<file path="config.mk">
export PLATFORM = sky130hd
export DESIGN_NAME = fc2_bias_sink_flat
export DESIGN_NICKNAME = d
export VERILOG_FILES = /design/src/rtl/fc2_bias_sink_if.sv /design/src/rtl/fc2_bias_sink.sv /design/src/flat_wrapper.sv
export SDC_FILE = /design/constraint.sdc
export NUM_CORES = 1
export LEC_CHECK = 0
export CORE_MARGIN = 2
export CORE_UTILIZATION = 38
export CTS_CLUSTER_DIAMETER = 150
export CTS_CLUSTER_SIZE = 25
export DETAILED_ROUTE_END_ITERATION = 8
export PLACE_DENSITY = 0.51
export SYNTH_ARGS = -nofsm -noshare
export SYNTH_HDL_FRONTEND = slang
export SYNTH_SLANG_ARGS = --single-unit
</file>
<file path="constraint.sdc">
create_clock -name clk -period 7.18 [get_ports clk]
set_clock_uncertainty 0.05 [all_clocks]
set_input_delay 1.436 -clock clk [delete_from_list [all_inputs] [get_ports clk]]
set_output_delay 1.436 -clock clk [all_outputs]
set_load 0.005 [all_outputs]
</file>
<file path="src/rtl/fc2_bias_sink_if.sv">
// ---------------------------------------------------------------------------
// fc2_bias_sink_if
//   Valid/ready beat stream carrying BIAS_PARALLELISM_DIM_0 elements of
//   BIAS_PRECISION_0 bits each.
//
//   data_in        beat elements (unpacked, element j = data_in[j])
//   data_in_valid  producer has a beat
//   data_in_ready  consumer will take the beat at the next clock edge
//
//   modport master : stream producer
//   modport slave  : stream consumer
// ---------------------------------------------------------------------------
interface fc2_bias_sink_if #(
  parameter int BIAS_PRECISION_0       = 16,
  parameter int BIAS_PARALLELISM_DIM_0 = 1
);

  logic [BIAS_PRECISION_0-1:0] data_in [BIAS_PARALLELISM_DIM_0];
  logic                        data_in_valid;
  logic                        data_in_ready;

  modport master (
    output data_in,
    output data_in_valid,
    input  data_in_ready
  );

  modport slave (
    input  data_in,
    input  data_in_valid,
    output data_in_ready
  );

endinterface : fc2_bias_sink_if

</file>
<file path="src/rtl/fc2_bias_sink.sv">
// ---------------------------------------------------------------------------
// fc2_bias_sink
//   Consuming end of a parameter stream. Each accepted beat is packed
//   (element j at bits [P0*j +: P0]) and written into an OUT_DEPTH-word RAM
//   at sequential addresses. A two-stage, ce-gated read port lets a
//   downstream engine read the captured tensor back.
//
//   Ports
//     clk      clock
//     rst      synchronous active-high reset
//     in_if    slave side of the beat stream (data_in / valid / ready)
//     clear    single-cycle capture restart (pointer, count, done)
//     done     tensor fully captured; sticky until clear or rst
//     count    beats written since last clear (saturates at OUT_DEPTH)
//     rd_addr  readback address
//     rd_ce    readback pipeline enable; 0 freezes both stages
//     rd_data  packed readback word, 2 enabled cycles after rd_addr
//
//   WRAP = 0 : stop at OUT_DEPTH beats and backpressure further input.
//   WRAP = 1 : wrap the write pointer and keep accepting.
// ---------------------------------------------------------------------------
module fc2_bias_sink #(
  parameter int BIAS_TENSOR_SIZE_DIM_0 = 32,
  parameter int BIAS_TENSOR_SIZE_DIM_1 = 1,
  parameter int BIAS_PRECISION_0       = 16,
  parameter int BIAS_PRECISION_1       = 3,
  parameter int BIAS_PARALLELISM_DIM_0 = 1,
  parameter int BIAS_PARALLELISM_DIM_1 = 1,
  parameter int OUT_DEPTH              = BIAS_TENSOR_SIZE_DIM_0 * BIAS_TENSOR_SIZE_DIM_1 /
                                         (BIAS_PARALLELISM_DIM_0 * BIAS_PARALLELISM_DIM_1),
  parameter int WRAP                   = 0
) (
  input  logic                                              clk,
  input  logic                                              rst,
  fc2_bias_sink_if.slave                                    in_if,
  input  logic                                              clear,
  output logic                                              done,
  output logic [$clog2(OUT_DEPTH+1)-1:0]                    count,
  input  logic [$clog2(OUT_DEPTH+1)-1:0]                    rd_addr,
  input  logic                                              rd_ce,
  output logic [BIAS_PRECISION_0*BIAS_PARALLELISM_DIM_0-1:0] rd_data
);

  localparam int P0  = BIAS_PRECISION_0;
  localparam int PAR = BIAS_PARALLELISM_DIM_0;
  localparam int DW  = P0 * PAR;
  localparam int CW  = $clog2(OUT_DEPTH + 1);
  localparam int AW  = (OUT_DEPTH > 1) ? $clog2(OUT_DEPTH) : 1;

  localparam logic [AW-1:0] LAST_ADDR = AW'(OUT_DEPTH - 1);
  localparam logic [CW-1:0] DEPTH_CNT = CW'(OUT_DEPTH);

  // Only one row of elements per beat is supported, and the fractional
  // bit count is a label that must still fit inside the element.
  if (BIAS_PARALLELISM_DIM_1 != 1 || BIAS_PRECISION_1 > BIAS_PRECISION_0) begin : g_cfg_check
    $error("fc2_bias_sink: unsupported parameter combination");
  end

  typedef enum logic {
    FILL = 1'b0,
    FULL = 1'b1
  } state_t;

  state_t         state_q;
  logic [AW-1:0]  wr_ptr_q, wr_ptr_d;
  logic [CW-1:0]  count_q, count_d;
  logic           done_q;

  logic           ready;
  logic           accept;
  logic [DW-1:0]  wr_word;

  logic [DW-1:0]  mem [OUT_DEPTH];
  logic [AW-1:0]  rd_idx;
  logic           rd_in_range;
  logic [DW-1:0]  rd_stage0_q;
  logic [DW-1:0]  rd_data_q;

  // ready depends only on registered state plus rst/clear, never on valid,
  // so the producer sees no combinational loop through this block.
  assign ready               = !rst && !clear && (state_q == FILL);
  assign in_if.data_in_ready = ready;
  assign accept              = ready && in_if.data_in_valid;

  // Pointer wraps at the last word; count saturates at OUT_DEPTH so WRAP=1
  // streams of any length report a full tensor rather than overflowing.
  always_comb begin
    wr_ptr_d = (wr_ptr_q == LAST_ADDR) ? '0 : wr_ptr_q + AW'(1);
    count_d  = (count_q == DEPTH_CNT) ? count_q : count_q + CW'(1);
  end

  always_comb begin
    // NOTE: a default before the loop keeps every bit assigned on every
    // path, so no latch is inferred.
    wr_word = '0;
    for (int j = 0; j < PAR; j++) begin
      wr_word[P0*j +: P0] = in_if.data_in[j];
    end
  end

  // Capture control. rst and clear restart identically; rst wins simply by
  // also forcing ready low, so no beat can slip in under either.
  always_ff @(posedge clk) begin
    // NOTE: state elements use non-blocking assignment so every register
    // samples pre-edge values regardless of statement order.
    if (rst || clear) begin
      state_q  <= FILL;
      wr_ptr_q <= '0;
      count_q  <= '0;
      done_q   <= 1'b0;
    end else if (accept) begin
      wr_ptr_q <= wr_ptr_d;
      count_q  <= count_d;
      if (WRAP != 0) begin
        if (wr_ptr_q == LAST_ADDR) begin
          done_q <= 1'b1;
        end
      end else if (count_d == DEPTH_CNT) begin
        done_q  <= 1'b1;
        state_q <= FULL;
      end
    end
  end

  // NOTE: the capture RAM has no reset; it holds whatever was last written,
  // which keeps it mappable onto block RAM.
  always_ff @(posedge clk) begin
    if (accept) begin
      mem[wr_ptr_q] <= wr_word;
    end
  end

  // Out-of-range reads return zero instead of aliasing into the array.
  assign rd_idx      = rd_addr[AW-1:0];
  assign rd_in_range = (rd_addr < DEPTH_CNT);

  // Both read stages advance together under rd_ce. The RAM is sampled
  // before the same-edge write lands, giving read-before-write collisions.
  always_ff @(posedge clk) begin
    if (rst) begin
      rd_stage0_q <= '0;
      rd_data_q   <= '0;
    end else if (rd_ce) begin
      rd_stage0_q <= rd_in_range ? mem[rd_idx] : '0;
      rd_data_q   <= rd_stage0_q;
    end
  end

  assign done    = done_q;
  assign count   = count_q;
  assign rd_data = rd_data_q;

endmodule : fc2_bias_sink

</file>
<file path="src/flat_wrapper.sv">
// flat-port wrapper written by rule: the top's interface ports become plain ports
module fc2_bias_sink_flat 
#(
  parameter int BIAS_TENSOR_SIZE_DIM_0 = 32,
  parameter int BIAS_TENSOR_SIZE_DIM_1 = 1,
  parameter int BIAS_PRECISION_0       = 16,
  parameter int BIAS_PRECISION_1       = 3,
  parameter int BIAS_PARALLELISM_DIM_0 = 1,
  parameter int BIAS_PARALLELISM_DIM_1 = 1,
  parameter int OUT_DEPTH              = BIAS_TENSOR_SIZE_DIM_0 * BIAS_TENSOR_SIZE_DIM_1 /
                                         (BIAS_PARALLELISM_DIM_0 * BIAS_PARALLELISM_DIM_1),
  parameter int WRAP                   = 0
)
  (clk, rst, clear, done, count, rd_addr, rd_ce, rd_data, in_if_data_in, in_if_data_in_valid, in_if_data_in_ready);
  fc2_bias_sink_if #(.BIAS_PRECISION_0(BIAS_PRECISION_0), .BIAS_PARALLELISM_DIM_0(BIAS_PARALLELISM_DIM_0)) in_if_i ();
  input  logic clk;
  input  logic rst;
  input  logic clear;
  output logic done;
  output logic [$clog2(OUT_DEPTH+1)-1:0] count;
  input  logic [$clog2(OUT_DEPTH+1)-1:0] rd_addr;
  input  logic rd_ce;
  output logic [BIAS_PRECISION_0*BIAS_PARALLELISM_DIM_0-1:0] rd_data;
  input wire logic [$bits(in_if_i.data_in)-1:0] in_if_data_in;
  input wire logic [$bits(in_if_i.data_in_valid)-1:0] in_if_data_in_valid;
  output wire logic [$bits(in_if_i.data_in_ready)-1:0] in_if_data_in_ready;
  assign in_if_i.data_in = {>>{in_if_data_in}};
  assign in_if_i.data_in_valid = in_if_data_in_valid;
  assign in_if_data_in_ready = in_if_i.data_in_ready;
  fc2_bias_sink #(.BIAS_TENSOR_SIZE_DIM_0(BIAS_TENSOR_SIZE_DIM_0), .BIAS_TENSOR_SIZE_DIM_1(BIAS_TENSOR_SIZE_DIM_1), .BIAS_PRECISION_0(BIAS_PRECISION_0), .BIAS_PRECISION_1(BIAS_PRECISION_1), .BIAS_PARALLELISM_DIM_0(BIAS_PARALLELISM_DIM_0), .BIAS_PARALLELISM_DIM_1(BIAS_PARALLELISM_DIM_1), .OUT_DEPTH(OUT_DEPTH), .WRAP(WRAP)) u_core (.clk(clk), .rst(rst), .in_if(in_if_i), .clear(clear), .done(done), .count(count), .rd_addr(rd_addr), .rd_ce(rd_ce), .rd_data(rd_data));
endmodule
</file>
==> metrics.cfg, run 1 <==
[status]
status = complete, no violations

[pwr]
p_leak_nw = 7.47
total_power_mw = 5.59
p_per_area_nw_per_um2 = 232
vdd_drop_max_uv = 168

[drt]
ant_nets = 0
drt_iter0_drc = 952
dr.pass1.iters = 5
num_vias = 10665
routedWlPerCell_um = 27.2
routed_via_density = 5.46
totalWireLength_um = 53000
drc = 0

[logic_synthesis]
synth_top_area_share_pct = 70.2
syn_inst = 1121
synth_edf_count = 512
synth_cell_types = 53
synthTopCellsByArea = edfxtp_1 70%, mux4_2 7.8%, dfxtp_1 4.0%
yosysMostFrequentCell = edfxtp_1
seq_area_frac_synth_pct = 74.3
ys_seq_elements = 556
syn_area_per_cell_um2 = 19.5
yosysTopAreaCell = edfxtp_1
yosys-top-cells-count = 512 x edfxtp_1, 76 x mux4_2, 64 x nor2_1
async_reset_ff_share_pct = 0
synth_flop_cell = edfxtp_1
netlist_area_um2 = 21900
synth.net_count = 1155
yosysWarnings = 0

[placed_design]
place_area_um2 = 23300
hpwl_um = 32200
dp.cells = 1905
io_buffers = 50
place_congestion = 0.831

[cts]
hold_buffers = 0
cts_setup_buffers = 0
cts_resized = 0
cts-root-buf = clkbuf_16
numCtsBuffers = 26
clk_pin_slew_ns = 0.10
clock_sinks = 556
clk_latency_ns = 0.59
htree_levels = 1
cts_buffer_depth = 3
cts_tree = done

[worst_hold_path]
hold_path.class = flip-flop to flip-flop
hold_path_startpoint = u_core.rd_data[15]$_SDFFE_PP0P_

[sta]
report.final.slew_viol_count = 0
setup_violations = 0
fin_crit_sh_pct = 63.5
finalHoldViolCount = 0
slew_headroom_pct = 25.7
min_period_ns = 4.56
tightestPinTransition_ns = 1.11
tns_ns = 0
rsz0062_at_grt = false
fmax_mhz = 219
timing.hold.ws_ns = 0.460

[floorplan]
die_h_um = 244
rows = 87
dieArea_um2 = 59500
die_w_um = 244
start_util_pct = 38.6
io_pins = 51
core_area_um2 = 56700

[setup_path]
r2r_start = u_core.done$_SDFFE_PP0P_
worstPathArrival_ns = 3.07
startpoint_type = input pin
worstPathRequired_ns = 5.69
startpoint = rst
worstSetupPathType = input pin to output pin
critPathMaxFanout = 20
endpoint_kind = output pin

[cells_and_area]
fin_nets = 1211
instances_no_fill = 1953
syn2layout_area_growth_pct = 9.91
final_area_um2 = 24100
drive_gt1_share_pct = 16.6

[grt]
grt_pass1_wl_um = 76300
grt-ovfl-total = 0
grt_pass1_vias = 10759
grt_util_all_layers_pct = 17.7
antenna_found_initial = 3
grt_max_degree = 84

[job]
drv_cap = 0

-- stage by stage --
| step | setup slack [ns] | utilization (%) |
|---|---|---|
| 2_1_floorplan | 3.50 | - |
| 3_3_place_gp | 2.58 | 41.1 |
| 3_5_place_dp | 2.62 | 41.1 |
| 4_1_cts | 2.60 | 42.4 |
| 5_1_grt | 2.53 | 42.4 |
| 6_report | 2.62 | 42.4 |
-- per-layer routing --
metal  part of all wire (%)  wire, um  vias up  track usage (%)
li1                       -         -     4691                -
met1                     45     24000     5605             25.5
met2                     48     25300      299             28.6
met3                    4.9      2590       64             2.51
met4                    2.1      1110        6             4.11
met5                  0.077        41        -                0
-- worst paths after layout --
check                                                       end  slack, ns  cells after the start
worst max-delay path                        in_if_data_in_ready       2.62                      5
worst min-delay path            u_core.rd_data[15]$_SDFFE_PP0P_       0.46                      2
worst max register to register     u_core.mem[27][15]$_DFFE_PP_       4.52                      4
worst min register to register  u_core.rd_data[15]$_SDFFE_PP0P_       0.46                      2
-- cell type report --
class | count | area, um^2
clock buffer | 46 | 747
timing repair buffer | 93 | 842
sequential | 556 | 16300
clock inverter | 1 | 20.0
inverter | 5 | 18.8
tap | 756 | 946
multi-input combinational | 495 | 5230
antenna | 1 | 2.50
fill | 4924 | 32700
-- critical path, cell delays in order --
cell and delay [ns]:
clkdlybuf4s50_1 0.39, buf_4 0.22, or2_2 0.40, nor2_1 0.12
clkdlybuf4s50_1 0.51
-- flip-flops by register name (all words and copies together) (netlist names) --
signal	flops
u_core.mem	512
u_core.done	1
u_core.count	6
u_core.wr_ptr_q	5
u_core.rd_data	16
u_core.rd_stage0_q	16
-- where the power goes --
| group | switching [mW] | internal [mW] |
|---|---|---|
| sequential | 0.0114 | 3.54 |
| combinational | 0.198 | 0.123 |
| clock | 0.999 | 0.720 |
-- cell families (layout without fill, tap and decap cells) --
logic type | Yosys count | count (layout) | synth area share, %
flip-flops | 556 | 556 | 74.3
adder cells (fa/ha/maj) | 7 | 7 | 0.400
buffers and inverters | 70 | 145 | 2.02
other | 0 | 1 | 0
multiplexers | 191 | 191 | 15.2
AND/OR/NAND/NOR | 187 | 187 | 4.25
AO/OA/AOI/OAI | 105 | 105 | 3.63
XOR/XNOR | 5 | 5 | 0.200
-- cell usage in the layout (no fill, tap or decap), types with 3 or more instances in the layout --
master and count:
a211oi_1 12, nor3_1 4, o21ai_0 22, a2111oi_1 3, mux2_2 27, ha_1 7
nand3b_1 6, clkdlybuf4s50_1 46, a22oi_1 8, inv_1 5, nand3_1 9, mux4_1 27
o22ai_1 11, mux4_2 76, nor2_2 14, a311oi_1 5, o2111ai_1 4, and3_1 5
a2111oi_0 12, edfxtp_1 512, nor4_1 16, nand2_1 37, nor2_1 50, dfxtp_1 44
o2111a_1 11, clkbuf_1 19, clkbuf_16 27, mux2i_1 60, nand2b_1 5, nor2b_1 29
a21oi_1 6, buf_4 43, xor2_1 3, a31oi_1 3
Power figures use the tool's default switching activity.
==> inputs of run 2 (changes only) <==
- PLACE_DENSITY: 0.51 -> 0.53
- clock period: 7.18 -> 3.7 ns (I/O delays scaled with it)
==> metrics.cfg, run 2 (same netlist as run 1, synthesis figures left out) <==
[placed_design]
io_buffers = 50  ; unchanged
dp.cells = 1949  ; +2.3%
hpwl_um = 32500  ; +0.97%
place_congestion = 0.805  ; -3.1%

[setup_path]
worstPathRequired_ns = 2.91  ; -2.78 ns
critPathMaxFanout = 10  ; -50%
startpoint = clear
endpoint_kind = output pin
worstPathArrival_ns = 2.25  ; -0.82 ns
startpoint_type = input pin
r2r_start = u_core.done$_SDFFE_PP0P_
worstSetupPathType = input pin to output pin

[grt]
grt_max_degree = 50  ; -40%
grt_pass1_wl_um = 78500  ; +2.8%
grt-ovfl-total = 0  ; unchanged
grt_util_all_layers_pct = 18.0  ; +0.38 points
grt_pass1_vias = 11062  ; +2.8%
antenna_found_initial = 2  ; -1

[floorplan]
core_area_um2 = 56700  ; unchanged
die_w_um = 244  ; unchanged
io_pins = 51  ; unchanged
die_h_um = 244  ; unchanged
dieArea_um2 = 59500  ; unchanged
rows = 87  ; unchanged
start_util_pct = 38.6  ; unchanged

[sta]
tightestPinTransition_ns = 1.24  ; +0.122 ns
report.final.slew_viol_count = 0  ; unchanged
fin_crit_sh_pct = 82.1
finalHoldViolCount = 0  ; unchanged
rsz0062_at_grt = false
min_period_ns = 3.04
slew_headroom_pct = 17.4  ; -8.3 points
fmax_mhz = 329
tns_ns = 0  ; unchanged
setup_violations = 0  ; unchanged

[cells_and_area]
final_cell_mix = 512 x edfxtp_1, 85 x buf_4, 76 x mux4_2, 60 x mux2i_1, 48 x nor2_1
final_common_cell = edfxtp_1
fill_cells = 4915  ; -0.18%
n_antenna_cell = 0  ; -1
largest_reg_flops = 512  ; unchanged
fin_nets = 1255  ; +3.6%
register_area_um2 = 16300  ; unchanged
syn2layout_area_growth_pct = 11.5
multiInputGateArea_um2 = 5230  ; about the same
instances_no_fill = 1995  ; +2.2%
drive_gt1_share_pct = 19.8  ; +3.1 points
top_register = u_core.mem

[drt]
ant_nets = 0  ; unchanged
totalWireLength_um = 53700  ; +1.2%
routedWlPerCell_um = 26.9  ; -0.98%
drt_iter0_drc = 981  ; +3.0%
routed_via_density = 5.50  ; +0.80%
dr.pass1.iters = 5  ; unchanged
num_vias = 10981  ; +3.0%
drc = 0  ; unchanged

[cts]
numCtsBuffers = 26  ; unchanged
hold_buffers = 0  ; unchanged
cts-root-buf = clkbuf_16
cts_setup_buffers = 0  ; unchanged
clk_latency_ns = 0.59  ; about the same
cts_resized = 0  ; unchanged
clock_sinks = 556  ; unchanged
htree_levels = 1  ; unchanged
clk_pin_slew_ns = 0.10  ; about the same
cts_buffer_depth = 3  ; unchanged
cts_tree = done

[pwr]
p_per_area_nw_per_um2 = 443  ; +91%
p_leak_nw = 7.71  ; +3.2%
total_power_mw = 10.8  ; +94%
vdd_drop_max_uv = 301  ; +79%

[worst_hold_path]
hold_path.class = flip-flop to flip-flop
hold_path_startpoint = u_core.rd_data[1]$_SDFFE_PP0P_

[job]
drv_cap = 0  ; unchanged

[status]
status = complete, no violations

-- run 2: cell types whose count changed in the layout (fill, tap and decap cells not counted) --
cell / change
clkbuf_1: -1
buf_4: +42
nor2_2: +2
buf_12: +2
diode_2: -1
nor2_1: -2
-- run 2: final cells by class --
cell class                 count  area share [%]
sequential                   556            66.6
multi-input combinational    495            21.4
clock inverter                 1          0.0820
inverter                       5          0.0769
tap                          756            3.87
clock buffer                  45            3.04
timing repair buffer         137            4.90
-- run 2: worst paths after layout --
check	endpoint	slack [ns]	cells after the start
setup / recovery	in_if_data_in_ready	0.66	4
hold / removal	u_core.rd_data[1]$_SDFFE_PP0P_	0.45	2
setup reg to reg	u_core.mem[20][12]$_DFFE_PP_	1.30	4
hold reg to reg	u_core.rd_data[1]$_SDFFE_PP0P_	0.45	2
-- run 2: layer usage --
layer | GRT usage (%) | routed length (um) | vias to the layer above
met5 | 0 | 10 | -
met4 | 3.71 | 940 | 2
met3 | 2.22 | 2480 | 49
met2 | 29.1 | 25500 | 288
met1 | 26.5 | 24700 | 5872
li1 | - | - | 4770
-- run 2: critical path, stage by stage --
cell	delay, ns
clkdlybuf4s50_1	0.45
or2_2	0.42
nor2_1	0.13
clkdlybuf4s50_1	0.51
-- run 2: power breakdown --
group          leakage, nW  switching [mW]  internal (mW)
sequential            4.96          0.0240           6.87
clock                0.364            1.91           1.39
combinational         2.38           0.373          0.254
-- run 2: metrics by stage --
step / setup slack (ns) / hold WS (ns) / cell area, um^2 / utilization (%)
3_3_place_gp: 0.482 / 0.427 / 23700 / 41.7
6_report: 0.663 / 0.452 / 24400 / 43.0
2_1_floorplan: 0.897 / 0.423 / 21900 / -
3_5_place_dp: 0.479 / 0.433 / 23700 / 41.7
4_1_cts: 0.645 / 0.461 / 24400 / 43.0
5_1_grt: 0.586 / 0.478 / 24400 / 43.0
==> edit 1: new RTL, flow settings as in run 2 <==
`WRAP` is set to 0 in 2 places; all go to 1. Comments in the files are not updated.
--- a/src/rtl/fc2_bias_sink.sv
+++ b/src/rtl/fc2_bias_sink.sv
@@ -28,7 +28,7 @@
   parameter int BIAS_PARALLELISM_DIM_1 = 1,
   parameter int OUT_DEPTH              = BIAS_TENSOR_SIZE_DIM_0 * BIAS_TENSOR_SIZE_DIM_1 /
                                          (BIAS_PARALLELISM_DIM_0 * BIAS_PARALLELISM_DIM_1),
-  parameter int WRAP                   = 0
+  parameter int WRAP                   = 1
 ) (
   input  logic                                              clk,
   input  logic                                              rst,
--- a/src/flat_wrapper.sv
+++ b/src/flat_wrapper.sv
@@ -9,7 +9,7 @@
   parameter int BIAS_PARALLELISM_DIM_1 = 1,
   parameter int OUT_DEPTH              = BIAS_TENSOR_SIZE_DIM_0 * BIAS_TENSOR_SIZE_DIM_1 /
                                          (BIAS_PARALLELISM_DIM_0 * BIAS_PARALLELISM_DIM_1),
-  parameter int WRAP                   = 0
+  parameter int WRAP                   = 1
 )
   (clk, rst, clear, done, count, rd_addr, rd_ce, rd_data, in_if_data_in, in_if_data_in_valid, in_if_data_in_ready);
   fc2_bias_sink_if #(.BIAS_PRECISION_0(BIAS_PRECISION_0), .BIAS_PARALLELISM_DIM_0(BIAS_PARALLELISM_DIM_0)) in_if_i ();
Function: same outputs for any inputs over 4 cycles, from zero or initial values and one cycle with rst high; that may be too few to reach the edited logic, so the function may still have changed.
==> edit 1 against run 2 <==
  * Power up 0.64%
  * Worst setup slack better by 51 ps
  * Wire length up 2.8%
  * Critical endpoint unchanged
  * Sequential cell count unchanged
  * Utilization up 0.27 points
  * Area after synthesis down 0.58%
  * Highest routed layer is now met4
  * Final area up 0.24%
  * Via count down 0.87%
  * Die area down 0.57%
  * Maximum frequency up 1.7%
  * Count of clock-buffer cells in the layout up 2
==> edit 1: results (changes against run 2) <==
INFO  metric power_frac_seq = 63.3% (-0.4 points)
INFO  metric grt_resource_usage_total = 18.56% (+0.51 points)
INFO  metric postPlaceCellArea = 23700 um^2 (+0.20%)
INFO  metric grt_antenna_before_repair = 1 (-1)
INFO  metric seq_area_share = 66.42% (-0.16 points)
INFO  metric gr-usage-met1 = 27.83% (+1.3 points)
INFO  metric timing.slew.headroom = 28.17% (+11 points)
INFO  metric antenna_cells = 2 (+2)
INFO  metric fillCellCount = 4919 (+0.081%)
INFO  metric m1WireLength = 25660 um (+3.7%)
INFO  metric num-clock-buffers = 47 (+4.4%)
INFO  metric synth_area_in_compound_gates = 3.708% (+0.079 points)
INFO  metric worstPathMaxFanout = 13 (+3)
INFO  metric detailed_router_s_first_iteration_violation_count = 1048 (+6.8%)
INFO  metric route.met2.wl = 26560 um (+4.3%)
INFO  metric syn_nets = 1139 (-1.4%)
INFO  metric worstRegToRegCells = 3 (-1)
INFO  metric design.final.nets = 1252 (-0.24%)
INFO  metric timing.hold.worst.start = u_core.done
INFO  metric cpPeakStageDelay = 490 ps (-20 ps)
INFO  metric wl_per_cell = 27.63 um (+2.7%)
INFO  metric multi_input_comb_area = 5171 um^2 (-1.2%)
INFO  metric non_clk_bufs = 145 (+5.8%)
INFO  metric list_of_most_frequent_post_synthesis_cells = edfxtp_1 (512), mux4_2 (103), mux2i_1 (74)
INFO  metric outcome = finished clean
INFO  metric proportion_of_layout_cells_with_a_drive_suffix_above_1 = 20.76% (+0.99 points)
INFO  metric route.met3.wl = 2239 um (-9.5%)
INFO  metric comb.multi_input.count = 482 (-2.6%)
INFO  metric finalCriticalPeriod = 2986 ps (-51.00 ps)
INFO  metric hold_end = u_core.done
INFO  metric layout.nonclk_buf_share = 5.307% (+0.40 points)
INFO  metric yosysUniqueCellTypes = 51 (-3.8%)
INFO  metric dpl.cell_count = 1946 (-0.15%)
INFO  metric timing.rr.start = u_core.wr_ptr_q[4]
INFO  metric synth_xor_xnor_area_share = 0.1610% (-0.039 points)
INFO  metric post_drt_via_cell_ratio = 5.453 (-0.92%)
INFO  metric power_leakage = 7.683 nW (-0.30%)
INFO  metric wl_final = 55150 um (+2.8%)
INFO  metric cts-root-buf = clkbuf_16
INFO  metric number_of_global_route_vias_before_repair = 10.70k (-3.3%)
INFO  metric grt_pass1_wl = 78910 um (+0.56%)
INFO  metric top_signal_layer_used = met4
INFO  metric groute.layer.met3.usage = 1.641% (-0.58 points)
INFO  metric peakVddDrop = 0.0002913 V (-3.2%)
INFO  metric postSynthAreaPerCell = 19.70 um^2 (+0.86%)
INFO  metric post_synth_mux_area_share = 14.79% (-0.46 points)
INFO  metric worst-endpoint-arrival = 2200 ps (-50 ps)
INFO  metric grt_use_met2 = 30.10% (+0.98 points)
-- edit 1: cell count changes after synthesis, sizes merged, moves of 13 or more --
| cell | change |
|---|---|
| a2111oi | +18 |
| mux2 | -15 |
| mux2i | +14 |
| nand2 | -18 |
| nand2b | +24 |
| nor4 | -13 |
| o21ai | -14 |
-- edit 1: critical path, delay by kind of cell --
family,cells,cell delay [ps]
buffers and inverters,3,1010
AND/OR/NAND/NOR,1,440
-- edit 1: stage by stage --
| stage | util [%] | setup TNS (ps) | hold slack (ps) |
|---|---|---|---|
| 6_report | 43.32 | 0 | 442.7 |
| 5_1_grt | 43.31 | 0 | 466.2 |
| 4_1_cts | 43.31 | 0 | 441.3 |
| 3_5_place_dp | 41.95 | 0 | 415.6 |
| 3_3_place_gp | 41.94 | -92.27 | 409.3 |
| 2_1_floorplan | - | 0 | 410.4 |
==> edit 2: new RTL, settings of run 2 <==
Made on the original files. Compare `count_q` against `DEPTH_CNT` with >= in place of ==.
--- a/src/rtl/fc2_bias_sink.sv
+++ b/src/rtl/fc2_bias_sink.sv
@@ -86,7 +86,7 @@
   // streams of any length report a full tensor rather than overflowing.
   always_comb begin
     wr_ptr_d = (wr_ptr_q == LAST_ADDR) ? '0 : wr_ptr_q + AW'(1);
-    count_d  = (count_q == DEPTH_CNT) ? count_q : count_q + CW'(1);
+    count_d  = (count_q >= DEPTH_CNT) ? count_q : count_q + CW'(1);
   end
 
   always_comb begin
Check against the original RTL: same outputs for any inputs over 4 cycles, from zero or initial values and one cycle with rst high; that may be too few to reach the edited logic, so the function may still have changed.
==> edit 2 against run 2 <==
  * Power is 0.63% higher
  * Non-clock buffer count grew 2
  * Wire length rose by 3.9%
  * Critical path depth unchanged
  * Sequential cell count stayed put
  * Synthesized cell count is 0.71% lower
  * Sequential power about the same
  * Area after synthesis is 0.74% lower
  * Final area down 0.21%
  * Maximum frequency is 1.5% higher
  * Worst setup slack improved by 44 ps
  * Largest cell class unchanged
==> edit 2: results (changes against run 2) <==
INFO  metric outcome = finished clean
INFO  metric cts-buffers-inserted = 26 (unchanged)
INFO  metric cts_setup_buffers = 0 (unchanged)
INFO  metric detailed_router_s_first_iteration_violation_count = 1128 (+15%)
INFO  metric power_leakage = 7.620 nW (-1.1%)
INFO  metric largest_register = u_core.mem
INFO  metric design.final.nets = 1253 (-0.16%)
INFO  metric grt_max_degree = 44 (-12%)
INFO  metric peakVddDrop = 0.0003696 V (+23%)
INFO  metric hp-class = reg2reg
INFO  metric yosysSeqAreaShare = 74.81% (+0.56 points)
INFO  metric dpl.cell_count = 1947 (-0.10%)
INFO  metric cts-root-buf = clkbuf_16
INFO  metric synth_warnings = 0 (unchanged)
INFO  metric switching_share = 21.66% (+0.34 points)
INFO  metric finish.cell_count_without_fillers = 1995 (unchanged)
INFO  metric largest_reg_flops = 512 (unchanged)
INFO  metric final_hold_viol_count = 0 (unchanged)
INFO  metric post_cts_resized = 0 (unchanged)
INFO  metric grt_pass1_wl = 80160 um (+2.2%)
INFO  metric synth_area_leaders = edfxtp_1 (71%), mux4_2 (11%), dfxtp_1 (4.1%), mux2i_1 (3.4%), a2111oi_0 (1.3%)
INFO  metric drtPass1Iterations = 5 (unchanged)
INFO  metric preCtsSetupSlack = 449.4 ps (-30.10 ps)
INFO  metric grt_resource_usage_total = 18.80% (+0.75 points)
INFO  metric synthCells = 1113 (-0.71%)
INFO  metric postSynth.asyncResetShare = 0% (unchanged)
INFO  metric detailed_place_hpwl = 35220 um (+8.4%)
INFO  metric syn_nets = 1147 (-0.69%)
INFO  metric numPortBuffers = 50 (unchanged)
INFO  metric grt_antenna_before_repair = 1 (-1)
INFO  metric clkTransAtPathRegs = 100 ps (about the same)
INFO  metric timing_worst_slew_pin_value = 902.5 ps (-332.8 ps)
INFO  metric wl_final = 55770 um (+3.9%)
INFO  metric vias = 10.95k (-0.30%)
INFO  metric worstPathMaxFanout = 14 (+4)
INFO  metric yosysUniqueCellTypes = 50 (-5.7%)
INFO  metric count_of_flip_flops_with_a_built_in_enable_after_synthesis = 512 (unchanged)
INFO  metric clk_latency = 590 ps (about the same)
INFO  metric finalWeightedCongestion = 0.7935 (-1.4%)
INFO  metric antenna_cells = 0 (unchanged)
INFO  metric htreeDepth = 1 (unchanged)
INFO  metric cts.path.max_buffers = 3 (unchanged)
INFO  metric worst-endpoint-arrival = 2200 ps (-50 ps)
INFO  metric proportion_of_layout_cells_with_a_drive_suffix_above_1 = 20.74% (+0.97 points)
INFO  metric list_of_most_frequent_post_synthesis_cells = edfxtp_1 (512), mux4_2 (103), mux2i_1 (73)
## edit 2: cell type report
class                      instances  area (um^2)
clock inverter                     1        20.02
timing repair buffer             139         1229
inverter                           7        26.28
multi-input combinational        489         5136
tap                              756        945.9
clock buffer                      47        750.7
sequential                       556        16260
fill                            4960        32130
## edit 2: cells by family (layout without fill, tap and decap cells)
family          Yosys count  in the layout  share of synthesized area, %
compound gates          102            102                         3.639
flops                   556            556                         74.81
xor+xnor                  5              5                        0.2016
fa+ha+maj                 7              7                        0.4031
mux                     188            188                         14.68
simple gates            187            187                         4.486
buf+inv                  68            194                         1.779
## edit 2: metal layers
layer,GRT usage [%],part of all wire [%],vias up
met5,0,0.025,-
met1,27.70,45,5832
met3,2.587,5.4,58
met4,4.493,2.5,2
li1,-,-,4725
met2,29.68,47,331
## edit 2: worst paths after layout
path	from	end	slack (ps)	cells after the start
setup reg to reg	u_core.done	u_core.mem[9][5]	1380	5
setup / recovery	rst	in_if_data_in_ready	710	4
hold / removal	u_core.rd_data[2]	u_core.rd_data[2]	450	2
hold reg to reg	u_core.rd_data[2]	u_core.rd_data[2]	450	2
## edit 2: power groups by stage
stage	clock network, W	logic, W	registers [W]
2_1_floorplan	0	0.000343	0.00703
3_3_place_gp	0	0.000678	0.00704
3_5_place_dp	0	0.000681	0.00704
4_1_cts	0.00341	0.000683	0.00690
5_1_grt	0.00360	0.000716	0.00690
6_report	0.00332	0.000673	0.00690
## edit 2: per-stage QoR
step / area, um^2 / hold slack, ps
2_1_floorplan: 21730 / 423.0
3_3_place_gp: 23590 / 430.2
3_5_place_dp: 23590 / 435.2
4_1_cts: 24360 / 460.2
5_1_grt: 24360 / 491.3
6_report: 24360 / 453.4
## edit 2: critical path, cell delays in order
cell and delay [ps]:
clkdlybuf4s50_1 420, or2_2 410, nor2_1 120, clkdlybuf4s50_1 510
